<file path="src/rtl/uart_reg_ctrl_if.sv">
// Byte-stream input and register-bank output bundle for uart_reg_ctrl.
// Master side is the UART receiver plus the register consumers.
// Slave side is the command sequencer itself.
interface uart_reg_ctrl_if #(
    parameter int WORDSZ = 8,
    parameter int NREGS  = 4
) ();
    localparam int AW = $clog2(NREGS);

    logic                      rx_en;
    logic                      rx_valid;
    logic [WORDSZ-1:0]         rx_data;
    logic                      rx_break;
    logic [NREGS*WORDSZ-1:0]   regs_out;
    logic                      wr_pulse;
    logic [AW-1:0]             wr_addr;
    logic                      err_pulse;
    logic [7:0]                err_count;
    logic                      busy;

    modport master (
        output rx_en, rx_valid, rx_data, rx_break,
        input  regs_out, wr_pulse, wr_addr, err_pulse, err_count, busy
    );

    modport slave (
        input  rx_en, rx_valid, rx_data, rx_break,
        output regs_out, wr_pulse, wr_addr, err_pulse, err_count, busy
    );
endinterface

</file>
<file path="src/rtl/uart_reg_ctrl.sv">
// Parses HDR/ADDR/DATA/CHK frames from the UART byte stream into register writes.
// Latency: one cycle from the CHK byte (or break/timeout) to wr_pulse/err_pulse.
// No backpressure: every byte is consumed on its rx_valid strobe; bad frames are dropped and counted.
module uart_reg_ctrl #(
    parameter int          WORDSZ      = 8,
    parameter int          NREGS       = 4,
    parameter int          TIMEOUT_CYC = 1_000_000,
    parameter logic [7:0]  HDR         = 8'hA5
) (
    input  logic             clk,
    input  logic             rst,
    uart_reg_ctrl_if.slave   bus
);
    localparam int AW = $clog2(NREGS);
    localparam int TW = $clog2(TIMEOUT_CYC + 1);

    typedef enum logic [1:0] {
        ST_HUNT = 2'd0,
        ST_ADDR = 2'd1,
        ST_DATA = 2'd2,
        ST_CHK  = 2'd3
    } state_t;

    state_t             state;
    logic [WORDSZ-1:0]  addr_q;
    logic [WORDSZ-1:0]  data_q;
    logic [TW-1:0]      tmo_cnt;
    logic [WORDSZ-1:0]  regs_q [NREGS];
    logic               wr_pulse_q;
    logic [AW-1:0]      wr_addr_q;
    logic               err_pulse_q;
    logic [7:0]         err_cnt_q;

    logic               in_frame;
    logic               brk_abort;
    logic               tmo_hit;
    logic               frame_ok;
    logic               wr_evt;
    logic               err_evt;

    // Event decode in priority order: enable, break, byte, timeout.
    always_comb begin
        in_frame  = (state != ST_HUNT);
        brk_abort = bus.rx_en && in_frame && bus.rx_break;
        tmo_hit   = (tmo_cnt == TW'(TIMEOUT_CYC - 1));
        frame_ok  = (bus.rx_data == (WORDSZ'(HDR) ^ addr_q ^ data_q)) &&
                    (addr_q[WORDSZ-1:AW] == '0);
        wr_evt    = bus.rx_en && !brk_abort && bus.rx_valid && (state == ST_CHK) && frame_ok;
        err_evt   = brk_abort ||
                    (bus.rx_en && in_frame && !bus.rx_break && bus.rx_valid &&
                     (state == ST_CHK) && !frame_ok) ||
                    (bus.rx_en && in_frame && !bus.rx_break && !bus.rx_valid && tmo_hit);
    end

    // Frame FSM with inter-byte timeout counter; counter idles at zero in HUNT.
    always_ff @(posedge clk or posedge rst) begin
        if (rst) begin
            state   <= ST_HUNT;
            addr_q  <= '0;
            data_q  <= '0;
            tmo_cnt <= '0;
        end else if (!bus.rx_en || brk_abort) begin
            state   <= ST_HUNT;
            tmo_cnt <= '0;
        end else if (bus.rx_valid) begin
            tmo_cnt <= '0;
            case (state)
                ST_HUNT: if (bus.rx_data == WORDSZ'(HDR)) state <= ST_ADDR;
                ST_ADDR: begin
                    addr_q <= bus.rx_data;
                    state  <= ST_DATA;
                end
                ST_DATA: begin
                    data_q <= bus.rx_data;
                    state  <= ST_CHK;
                end
                default: state <= ST_HUNT;
            endcase
        end else if (in_frame) begin
            if (tmo_hit) begin
                state   <= ST_HUNT;
                tmo_cnt <= '0;
            end else begin
                tmo_cnt <= tmo_cnt + TW'(1);
            end
        end
    end

    // Register bank and write strobe; contents change only on a validated frame.
    always_ff @(posedge clk or posedge rst) begin
        if (rst) begin
            for (int i = 0; i < NREGS; i++) regs_q[i] <= '0;
            wr_pulse_q <= 1'b0;
            wr_addr_q  <= '0;
        end else begin
            wr_pulse_q <= wr_evt;
            if (wr_evt) begin
                regs_q[addr_q[AW-1:0]] <= data_q;
                wr_addr_q              <= addr_q[AW-1:0];
            end
        end
    end

    // Error strobe and saturating reject counter.
    always_ff @(posedge clk or posedge rst) begin
        if (rst) begin
            err_pulse_q <= 1'b0;
            err_cnt_q   <= '0;
        end else begin
            err_pulse_q <= err_evt;
            if (err_evt && (err_cnt_q != 8'hFF)) err_cnt_q <= err_cnt_q + 8'd1;
        end
    end

    for (genvar g = 0; g < NREGS; g++) begin : g_pack
        assign bus.regs_out[g*WORDSZ +: WORDSZ] = regs_q[g];
    end

    assign bus.wr_pulse  = wr_pulse_q;
    assign bus.wr_addr   = wr_addr_q;
    assign bus.err_pulse = err_pulse_q;
    assign bus.err_count = err_cnt_q;
    assign bus.busy      = (state != ST_HUNT);
endmodule

</file>
<file path="src/flat_wrapper.sv">
// flat-port wrapper written by rule: the top's interface ports become plain ports
module uart_reg_ctrl_flat 
#(
    parameter int          WORDSZ      = 8,
    parameter int          NREGS       = 4,
    parameter int          TIMEOUT_CYC = 1_000_000,
    parameter logic [7:0]  HDR         = 8'hA5
)
  (clk, rst, bus_rx_en, bus_rx_valid, bus_rx_data, bus_rx_break, bus_regs_out, bus_wr_pulse, bus_wr_addr, bus_err_pulse, bus_err_count, bus_busy);
  uart_reg_ctrl_if #(.WORDSZ(WORDSZ), .NREGS(NREGS)) bus_i ();
  input  logic clk;
  input  logic rst;
  input wire logic [$bits(bus_i.rx_en)-1:0] bus_rx_en;
  input wire logic [$bits(bus_i.rx_valid)-1:0] bus_rx_valid;
  input wire logic [$bits(bus_i.rx_data)-1:0] bus_rx_data;
  input wire logic [$bits(bus_i.rx_break)-1:0] bus_rx_break;
  output wire logic [$bits(bus_i.regs_out)-1:0] bus_regs_out;
  output wire logic [$bits(bus_i.wr_pulse)-1:0] bus_wr_pulse;
  output wire logic [$bits(bus_i.wr_addr)-1:0] bus_wr_addr;
  output wire logic [$bits(bus_i.err_pulse)-1:0] bus_err_pulse;
  output wire logic [$bits(bus_i.err_count)-1:0] bus_err_count;
  output wire logic [$bits(bus_i.busy)-1:0] bus_busy;
  assign bus_i.rx_en = bus_rx_en;
  assign bus_i.rx_valid = bus_rx_valid;
  assign bus_i.rx_data = bus_rx_data;
  assign bus_i.rx_break = bus_rx_break;
  assign bus_regs_out = bus_i.regs_out;
  assign bus_wr_pulse = bus_i.wr_pulse;
  assign bus_wr_addr = bus_i.wr_addr;
  assign bus_err_pulse = bus_i.err_pulse;
  assign bus_err_count = bus_i.err_count;
  assign bus_busy = bus_i.busy;
  uart_reg_ctrl #(.WORDSZ(WORDSZ), .NREGS(NREGS), .TIMEOUT_CYC(TIMEOUT_CYC), .HDR(HDR)) u_core (.clk(clk), .rst(rst), .bus(bus_i));
endmodule
</file>
<file path="config.mk">
export PLATFORM = sky130hd
export DESIGN_NAME = uart_reg_ctrl_flat
export DESIGN_NICKNAME = d
export VERILOG_FILES = /design/src/rtl/uart_reg_ctrl_if.sv /design/src/rtl/uart_reg_ctrl.sv /design/src/flat_wrapper.sv
export SDC_FILE = /design/constraint.sdc
export NUM_CORES = 1
export LEC_CHECK = 0
export ABC_CLOCK_PERIOD_IN_PS = 2000
export BUFFER_PORTS_ARGS = -buffer_cell sky130_fd_sc_hd__buf_2
export CAP_MARGIN = 20
export CORE_ASPECT_RATIO = 1.1
export CORE_MARGIN = 5
export CORE_UTILIZATION = 51
export CTS_BUF_LIST = sky130_fd_sc_hd__clkbuf_4 sky130_fd_sc_hd__clkbuf_8 sky130_fd_sc_hd__clkbuf_16
export DETAILED_ROUTE_END_ITERATION = 8
export GPL_TIMING_DRIVEN = 0
export PLACE_DENSITY_LB_ADDON = 0.08
export REMOVE_ABC_BUFFERS = 1
export SETUP_SLACK_MARGIN = 0.1
export SYNTH_ARGS = -nofsm -noshare
export SYNTH_HDL_FRONTEND = slang
export SYNTH_SLANG_ARGS = --single-unit
</file>
<file path="constraint.sdc">
create_clock -name clk -period 2 [get_ports clk]
set_input_delay 0.1 -clock clk [delete_from_list [all_inputs] [get_ports clk]]
set_output_delay 0.1 -clock clk [all_outputs]
set_load 0.005 [all_outputs]
</file>
After elaboration in Yosys (flattened, before gate mapping) --
Index checks and enable logic that the tools add are counted.
Word-level totals: input bits 13, register bits 82, output and inout bits 45, word-level logic and storage cells 72
Cells by class: eq/ne operators 8, bitwise operators 4, muxes and demuxes 13, reduce and logical (&&, ||, !) cells 31, order comparisons 2, add/subtract/negate cells 2
Operators by type and width (count):
- two-way mux 20 bit | 4
- bitwise mux 32 bit | 1
- adder 20 x 1 -> 20 bit, second input constant | 1
- == test 20 bit, second input constant | 1
- demux 8 bit (select 2 bit) | 1
- logical AND 1 bit | 15
- two-way mux 2 bit | 5
- AND reduction 3 bit | 3
- adder 8 x 1 -> 8 bit, second input constant | 1
- == test 8 bit | 1
- == test 8 bit, second input constant | 1
- two-way mux 8 bit | 1
- != test 8 bit, second input constant | 1
- bitwise XOR 8 bit | 1
- logical NOT 6 bit | 1
- case mux 2 bit (3 select lines) | 1
- nonzero test 3 bit | 2
- logical NOT 1 bit | 5
- == test 2 bit, second input constant | 2
- != test 4 x 2 -> 1 bit, second input constant | 1
- NOT 4 bit | 1
- greater-or-equal comparator 3 bit, second input constant | 1
- logical OR 1 bit | 3
- less-than comparator 3 x 1 -> 1 bit, second input constant | 1
- 5 further kinds | 5

Longest topological paths before layout --
depth after elaboration 9, depth in mapped cells 9, depth with buffers taken out 8

Worst setup path before layout --
OpenSTA, ideal clock, no wires.
path kind register to register, start register u_core.state[0], end register u_core.regs_q, in the netlist u_core.bus.regs_out[0], arrival 2091 ps, path slack -215 ps, required time 1875 ps, clock period less this slack 2215 ps, path buffers 0, setup time 125 ps, cell stages (with the launch flop) 8, cells stage by stage dfrtp_1 inv_1 ha_1 inv_1 a21oi_1 nand2_1 nor4_4 mux2_2
On the way: longest elaborated chain between the ends 8, elaborated cells between the ends (all ways) 9, classes of those cells 1 x eq/ne; 8 x reduce/logical
Ends and longest elaborated chain:
- from (decl) | RTL line uart_reg_ctrl.sv:24 | state_t state;
- from (signal assigned) | RTL line uart_reg_ctrl.sv:58 | state <= ST_HUNT;
- from (signal assigned) | RTL line uart_reg_ctrl.sv:63 | state <= ST_HUNT;
- from (signal assigned) | RTL line uart_reg_ctrl.sv:68 | ST_HUNT: if (bus.rx_data == WORDSZ'(HDR)) state <= ST_ADDR;
- nonzero test 2 bit
- net bus_busy | RTL line flat_wrapper.sv:22 | output wire logic [$bits(bus_i.busy)-1:0] bus_busy;
- logical AND 1 bit (2 in series) | RTL line uart_reg_ctrl.sv:44 | brk_abort = bus.rx_en && in_frame && bus.rx_break;
- logical NOT 1 bit | RTL line uart_reg_ctrl.sv:48 | wr_evt = bus.rx_en && !brk_abort && bus.rx_valid && (state == ST_CHK) && frame_ok;
- logical AND 1 bit (4 in series) | RTL line uart_reg_ctrl.sv:48
- to (signal, indexed assignment) | RTL line uart_reg_ctrl.sv:98 | regs_q[addr_q[AW-1:0]] <= data_q;
- to (decl) | RTL line uart_reg_ctrl.sv:28 | logic [WORDSZ-1:0] regs_q [NREGS];
The timed path passes the listed nets, and every way through them passes these cells. A chain may end at the register's enable or synchronous reset.

Worst setup path in the final report --
start register u_core.addr_q[1], end register u_core.regs_q, in the netlist u_core.bus.regs_out[14]
On the way: longest elaborated chain between the ends 6, elaborated cells between the ends (all ways) 11, classes of those cells 2 x order compare; 1 x eq/ne; 3 x mux; 2 x bitwise; 3 x reduce/logical
Ends and longest elaborated chain:
- from (decl) | RTL line uart_reg_ctrl.sv:25 | logic [WORDSZ-1:0] addr_q;
- from (signal assigned) | RTL line uart_reg_ctrl.sv:70 | addr_q <= bus.rx_data;
- NOT 2 -> 3 bit (implied by the code) | RTL line uart_reg_ctrl.sv:98
- greater-or-equal comparator 3 bit (implied by the code) / less-than comparator 3 x 1 -> 1 bit (equally long branches) | RTL line uart_reg_ctrl.sv:98
- logical AND 1 bit (implied by the code) | RTL line uart_reg_ctrl.sv:98
- two-way mux 8 bit (implied by the code) | RTL line uart_reg_ctrl.sv:98
- demux 8 bit (select 2 bit) | RTL line uart_reg_ctrl.sv:98
- bitwise mux 32 bit | RTL line uart_reg_ctrl.sv:98
Several ways; a longest one is shown, not always the timed one.

==> run metrics <==
DR top layer=met4; GR Util All Layers=0.1894; met2 wire len=3952 µm; TritonCTS buffer count=9; layout cell share with drive strength beyond 1=0.4769; hpwl dp=5266 µm; Routed WL=8020 µm; Power Density=663.4 mW/mm²; cells after synthesis=309; Hold Crit Class=in -> reg; Crit Path Category=reg -> reg; Cells after DPL=448; # setup viols final=40; wire per inst=16.10 µm; post-route ant nets=0; register area=0.002054 mm²; Ports=58; Filler cells=587; endpoints failing hold=0; CP Max Fanout=8; first-pass GRT wire length=13,940 µm; Final Skew=9.143 ps; maximum VDD drop=0.3350 mV; CTS tree=built; Worst R2R Setup Slack=-140 ps; Finished Layout Cells=498; crit path DAT=2380 ps; largest area contributor in the netlist=dfrtp_1; Ys Warns=0; violated checks=negative setup slack; detailed-route via count=2,664; Max clock buf depth=2; post-route worst setup slack=-141.8 ps; FFs w/ async S/R, synth=1.000; Slew Limit Fails=0; crit start category=flop; die area=0.009411 mm²; Buffers on Ports=57; clock latency at the later pin of the worst-skew pair=350 ps; RD Place Congestion=0.8328; Worst Path Required=2240 ps; leakage=2.557 nW; Residual DRC=0; Clock Pin Slew Worst Setup and Hold Paths=90 ps; router iterations before antenna repair=5; Die X=92.95 µm; status=finished with violations; Max Fclk=0.4669 GHz; setup_tns=-4481 ps; Die Ht=101.2 µm; area occupied by multi-input gates=0.001948 mm²; initial antenna violation count=0; # nets final=425; post-synth top area share=0.5316; top cells by area, synth=dfrtp_1 53%, mux2_2 15%, xnor2_1 2.5%; H-tree depth=3; initial core utilization=0.5194; grt ovf=0; Tmin final=2142 ps; RSZ-0062 raised after global routing=yes; commonest non-fill, non-tap cells in the layout=80 x dfrtp_1, 57 x buf_2, 42 x mux2_2; number of clock sinks=82; max_cap viols=0; largest net degree at the start of global routing=58; vias in the first global route=2,804; Post-synth EDFFs=0; diodes inserted=0; Yosys reg bits=82; routed vias/inst=5.349; mapped cell area=0.003860 mm²; Slew headroom=0.7204; Synth Flop Type=dfrtp_1; wire length on met3=298 µm; mean post-synth cell area=12.49 µm²; M1 WL=3658 µm; area grow syn2layout=29.17%; most common cell after layout, fill and taps aside=dfrtp_1; measured slew at the worst slew-check pin=418.4 ps; site row count=33; crit end category=flop; core box area=0.007432 mm²; CTS Root Cell=clkbuf_8; Seq/Total Area, Yosys=0.5316; fin crit share=1.071; initial DRC count=55; Yosys cell types=44
## layer usage
metal | global-route usage | up-vias
met2 | 0.3175 | 43
met4 | 0.06539 | 0
li1 | - | 1299
met3 | 0.04681 | 7
met1 | 0.2412 | 1315
met5 | 0 | -
## path summary, 6_finish.rpt
path | start | endpoint | cells after the start
worst max-delay path | u_core.addr_q[1]$_DFFE_PP0P_ | u_core.bus.regs_out[14]$_DFFE_PP0P_ | 6
max in group asynchronous | rst | u_core.addr_q[0]$_DFFE_PP0P_ | 4
min in group asynchronous | rst | u_core.bus.err_count[4]$_DFFE_PP0P_ | 3
worst min-delay path | bus_rx_data[1] | u_core.addr_q[1]$_DFFE_PP0P_ | 2
worst max register to register | u_core.addr_q[1]$_DFFE_PP0P_ | u_core.bus.regs_out[14]$_DFFE_PP0P_ | 6
worst min register to register | u_core.bus.err_count[5]$_DFFE_PP0P_ | u_core.bus.err_count[5]$_DFFE_PP0P_ | 1
## per-stage QoR
stage | utilization | hold WS (ps) | total power [mW] | worst slack [ps] | instance area, µm²
detailed placement | 0.5726 | 109.8 | 1.863 | -738.7 | 4255
global placement | 0.5685 | 393.6 | 1.853 | -1244 | 4225
CTS | 0.6586 | 20.09 | 3.335 | -162.1 | 4895
finish | 0.6709 | 33.55 | 3.308 | -141.8 | 4986
global route | 0.6709 | 28.92 | 3.458 | -283.4 | 4986
floorplan | - | 250.6 | 1.805 | -234.5 | 3831
## logic make-up after synthesis
logic type,count (synthesis),share of synthesized area
flops,82,0.5316
simple gates,99,0.1566
compound gates,30,0.04506
fa+ha+maj,6,0.01945
buf+inv,15,0.01621
xor+xnor,24,0.07650
mux,53,0.1546
## layout make-up
type,count,share of cell area
multi-input cells,212,0.3907
clock inverters,7,0.02334
repair buffers,92,0.1199
flip-flops and latches,82,0.4120
well taps,87,0.02183
clock buffers,9,0.02484
inverters,9,0.007277
## cell usage after synthesis, types with 2 or more instances
cell type   n
dfrtp_1    82
mux2_2     53
nand2_1    22
nor2_1     19
o21ai_0    13
xnor2_1    11
a21oi_1     9
inv_1       9
nand3_1     9
nand4_1     8
nor3_1      7
xor2_1      7
ha_1        6
and3_1      4
and4_1      4
nand2b_1    4
xnor3_1     4
clkbuf_1    3
nor4b_1     3
or3_1       3
buf_2       2
nand3b_4    2
nor4_1      2
nor4bb_1    2
xor3_1      2
## critical path: stages, from the launching register on
cell      delay (ps)
dfrtp_2          420
xor3_1           390
nor4b_2          310
nand3_2          160
nor2_4           220
nand3b_4         200
mux2_2           320
## registers in the layout, indices dropped and copies added (netlist names)
| name | cells |
|---|---|
| u_core.state | 2 |
| u_core.bus.wr_addr | 2 |
| u_core.bus.err_count | 8 |
| u_core.addr_q | 8 |
| u_core.tmo_cnt | 20 |
| u_core.bus.err_pulse | 1 |
| u_core.data_q | 8 |
| u_core.bus.regs_out | 32 |
| u_core.bus.wr_pulse | 1 |
## report_power, final
part           total [mW]  switching [mW]  leakage, nW  internal (mW)
combinational       0.184          0.0980         1.30         0.0862
sequential           1.68          0.0115         1.14           1.67
clock                1.44           0.615        0.120          0.829
total                3.31           0.724         2.56           2.58
## what timing repair did
| item | in CTS | in global routing |
|---|---|---|
| pin swaps | 28 | 11 |
| setup buffers | 27 | 6 |
| hold buffers | 1 | 0 |
| hold endpoints to repair | 25 | 0 |
| gates resized for setup | 43 | 8 |
| endpoints found under the setup margin | 75 | 65 |
(Power assumes the default switching activity.)
